## config.mk

```make
export PLATFORM = sky130hd
export DESIGN_NAME = field_unpack_stream
export DESIGN_NICKNAME = d
export VERILOG_FILES = /design/src/rtl/field_unpack_stream.sv
export SDC_FILE = /design/constraint.sdc
export NUM_CORES = 1
export LEC_CHECK = 0
export BUFFER_PORTS_ARGS = -buffer_cell sky130_fd_sc_hd__buf_4
export CELL_PAD_IN_SITES_DETAIL_PLACEMENT = 1
export CELL_PAD_IN_SITES_GLOBAL_PLACEMENT = 2
export CORE_ASPECT_RATIO = 1.25
export CORE_UTILIZATION = 24
export DETAILED_ROUTE_END_ITERATION = 6
export GPL_ROUTABILITY_DRIVEN = 0
export PLACE_DENSITY_LB_ADDON = 0.2
export SLEW_MARGIN = 5
export SYNTH_ARGS = -nofsm -noshare
export SYNTH_HDL_FRONTEND = slang
export SYNTH_SLANG_ARGS = --single-unit
export TNS_END_PERCENT = 30
```

## constraint.sdc

```tcl
create_clock -name clock -period 1.2 [get_ports clock]
set_input_delay 0.06 -clock clock [delete_from_list [all_inputs] [get_ports clock]]
set_output_delay 0.06 -clock clock [all_outputs]
set_load 0.03 [all_outputs]
```

## src/rtl/field_unpack_stream.sv

```systemverilog
// field_unpack_stream: splits one IN-bit word per handshake into OUT-bit fields, LSB field first
//
// Ports:
//   clock     sole clock, rising edge
//   reset     synchronous, active-high
//   inValid   upstream word valid
//   inReady   block accepts a word this cycle
//   inData    word to split
//   inCount   fields to emit (0 or > FIELDS means FIELDS)
//   outValid  outData holds a valid field
//   outReady  downstream accepts the field this cycle
//   outData   current field, inData[k*OUT +: OUT]
//   outIndex  index k of the current field
//   outLast   current field is the final one of its word
module field_unpack_stream #(
    parameter  int IN     = 8,
    parameter  int OUT    = 8,
    localparam int FIELDS = IN / OUT,
    localparam int CW     = $clog2(FIELDS + 1)
) (
    input  logic          clock,
    input  logic          reset,
    input  logic          inValid,
    output logic          inReady,
    input  logic [IN-1:0] inData,
    input  logic [CW-1:0] inCount,
    output logic          outValid,
    input  logic          outReady,
    output logic [OUT-1:0] outData,
    output logic [CW-1:0] outIndex,
    output logic          outLast
);

    if (OUT < 1 || OUT > IN || (IN % OUT) != 0) begin : g_bad_params
        $error("field_unpack_stream: IN must be a non-zero multiple of OUT");
    end

    typedef enum logic {IDLE, EMIT} state_t;

    // Field table padded to a power of two so idx_q indexes it at full width.
    localparam int NF = 1 << CW;

    state_t          state_q;
    logic [IN-1:0]   buf_q;
    logic [CW-1:0]   idx_q;
    logic [CW-1:0]   cnt_q;
    logic [CW-1:0]   cnt_d;
    logic [OUT-1:0]  field [NF];
    logic            accept;
    logic            fire;

    for (genvar i = 0; i < NF; i++) begin : g_field
        if (i < FIELDS) begin : g_used
            assign field[i] = buf_q[i*OUT +: OUT];
        end else begin : g_pad
            assign field[i] = '0;
        end
    end

    always_comb begin
        cnt_d = (inCount == '0 || inCount > CW'(FIELDS)) ? CW'(FIELDS) : inCount;
    end

    assign outValid = (state_q == EMIT);
    assign outData  = field[idx_q];
    assign outIndex = idx_q;
    // Gated by EMIT so a drained buffer never reports a stale last flag.
    assign outLast  = outValid && (idx_q == cnt_q - CW'(1));
    assign fire     = outValid && outReady;
    // Ready while empty, or when the final field leaves this very cycle.
    assign inReady  = (state_q == IDLE) || (fire && outLast);
    assign accept   = inValid && inReady;

    always_ff @(posedge clock) begin
        if (reset) begin
            state_q <= IDLE;
            buf_q   <= '0;
            idx_q   <= '0;
            cnt_q   <= '0;
        end else if (accept) begin
            state_q <= EMIT;
            buf_q   <= inData;
            idx_q   <= '0;
            cnt_q   <= cnt_d;
        end else if (fire) begin
            if (outLast) state_q <= IDLE;
            else idx_q <= idx_q + CW'(1);
        end
    end

endmodule

```

==> impl_metrics.ini <==
[placement]
io_buffers = 23
pre_cts_ws_ns = 0.0573
dp_cells = 118
hpwl_um = 918

[floorplanning]
core_um2 = 2210
die_x_um = 45.2
die_height_um = 56.0
initial_core_util_pct = 25.4
io-pin-count = 25
die_area_um2 = 2530
rows = 19

[global_route]
grt_max_degree = 20
first_global_vias = 503
grt_pass1_wl_um = 1990
antenna_found_initial = 0
grtUsageTotal_pct = 10.7
overflow = 0

[sta]
finalMaxSlewViolations = 0
slew_headroom_pct = 89.5
fmax_mhz = 773
hold-worst-slack_ns = 0.0658
fin_worst_skew_ns = 0.00200
setup_tns_ns = -0.110
final.setup.worst_slack_ns = -0.0930
rsz0062_at_grt = true
final-hold-violation-count = 0
layout_min_cycle_time_ns = 1.29
max_slew.worst_pin.slew_ns = 0.156
setup_viol = 2
finalCritPeriodShare_pct = 108

[finish]
antenna_cells = 0
n_fill_cell = 285
layout.nets = 106
area_growth_pct = 55.1
drive_gt1_share_pct = 44.6
layout.cells.non_filler = 123

[critical_path]
slowest_stage = dfxtp_2
worst-setup-path-type = reg -> out
path_buf_inv = 2
startpoint_type = register
r2r-end = buf_q[4]
slowest_delay_ns = 0.33
cp_top_family = flip-flops
setup.worst_path.end_class = output pin
reg2reg_slack_ns = 0.06
reg2reg_depth = 5
arrival_ns = 1.23
worst-path-max-fanout = 2
r2r_start = cnt_q
required_ns = 1.14
path_cells = xnor2_2 -> buf_4 -> and2b_2 -> buf_6

[worst_hold_path]
min_to = buf_q[6]
whs_path_depth = 3
holdCritStartpoint = inData[6]
hold_class = in -> reg

[power]
power_leakage_nw = 0.399
ir_drop_mv = 0.473
p_int_uw = 680
p_per_area_nw_per_um2 = 1110
combPwrFrac_pct = 31.7
p_seq_share_pct = 42.7
pwr-share-clk_pct = 25.6
power_uw = 963
p_switching_uw = 282
switching_share_pct = 29.3

[clock_network]
cts_tree = done
root_buffer = clkbuf_4
clock_latency_ns = 0.26
numCtsBuffers = 3
cts.sinks = 11
clk_pin_slew_worst_paths_ns = 0.07
postCtsHoldBufs = 0
cts_buffer_depth = 2
cts_max_level = 1

[route]
wire_per_inst_um = 9.85
via_per_inst = 4.10
drtIter0Drc = 3
vias = 504
drcViolationCount = 0
drt-total-wl_um = 1210
drt-pass1-iter-count = 2
drtAntennaViolNets = 0

[logic_synthesis]
synth_area_um2 = 561
ys_top_cells_by_count = 16 x nand2b_1, 11 x dfxtp_1, 9 x nor2b_1
avgSynthCellArea_um2 = 9.04
yosys-top-cells-area = dfxtp_1 39%, nand2b_1 18%, mux2i_1 14%
synth-edff-count = 0
yosys_warnings = 0
synth.largest_area_cell = dfxtp_1
yosys.area.top_type_share_pct = 39.3
syn-num-nets = 75
async_reset_ff_share_pct = 0
synthCells = 62
synth_top_flop_cell = dfxtp_1
yosysMostFrequentCell = nand2b_1
synth_cell_types = 17
seq_area_frac_synth_pct = 39.3
ys_ff_latch = 11

[outcome]
status = finished with violations
violations = negative setup slack

[flow_run]
maxCapViolCount = 0
cells in the final DEF (no fill, tap or decap), drive strengths merged:
cell type	synthesis	layout
and2b	1	1
nand2b	16	16
xnor2	1	1
a21oi	2	2
o21ba	1	1
nor3b	1	1
nand2	2	2
o21ai	2	2
nand3	1	1
inv	2	2
o22ai	1	1
dfxtp	11	11
buf	2	30
nor2b	9	9
mux2i	8	8
clkbuf	2	4
metal layers:
layer,GRT usage (%),wire (µm)
met3,1.95,61
met4,7.79,19
met5,0,0
met2,15.9,581
met1,13.3,549
worst max path at each step:
stage | from | end | slack, ns | cells past startpoint
finish | cnt_q | outLast | -0.09 | 4
global route | cnt_q | outLast | -0.14 | 4
CTS | outIndex | outLast | -0.11 | 4
detailed placement | cnt_q | buf_q[1] | 0.06 | 4
global placement | outIndex | buf_q[1] | 0.05 | 4
floorplan | outIndex | cnt_q | 0.0002 | 4
sequential cells by signal, indices dropped and copies added, names as in the netlist:
name / flops
buf_q: 8
cnt_q: 1
outIndex: 1
outValid: 1
logic make-up after synthesis:
| kind of cell | Yosys count | share of synthesized area, % |
|---|---|---|
| DFF | 11 | 39.3 |
| AOI/OAI and AO/OA | 6 | 6.47 |
| xor gates and xnor gates | 1 | 1.56 |
| buffers and inverters | 6 | 5.36 |
| and+or+nand+nor | 30 | 33.0 |
| muxes | 8 | 14.3 |
worst min-delay path: cells and delay by family:
kind	cells	cell delay [ns]
multiplexers	1	0.06
buffers and inverters	1	0.11
AND/OR/NAND/NOR	1	0.06
metrics by stage:
step,area [µm²],util [%]
final,870,39.3
after global routing,870,39.3
after CTS,850,38.4
after detailed placement,800,36.2
after global placement,800,36.2
after floorplan,566,-
what timing repair did:
item	in CTS	in global routing
buffers inserted	1	0
pin swaps	1	2
endpoints found under the hold margin	0	0
cloned	0	0
gates resized for setup	4	4
endpoints found under the setup margin	2	11
power groups by stage:
stage | Combinational [mW] | Clock, mW | Sequential [mW]
3_5_place_dp | 0.283 | 0 | 0.416
6_report | 0.305 | 0.246 | 0.411
3_3_place_gp | 0.281 | 0 | 0.415
2_1_floorplan | 0.161 | 0 | 0.425
5_1_grt | 0.328 | 0.271 | 0.416
4_1_cts | 0.297 | 0.264 | 0.410
cell type report:
| type | count | area (µm²) | share of cell area, % |
|---|---|---|---|
| repair buffers | 30 | 236 | 27.2 |
| well taps | 31 | 38.8 | 4.46 |
| clock buffers | 4 | 26.3 | 3.02 |
| flip-flops and latches | 11 | 223 | 25.6 |
| inverters | 2 | 7.51 | 0.863 |
| multi-input cells | 45 | 338 | 38.8 |
Note: power is estimated with default switching activity, not from simulation.
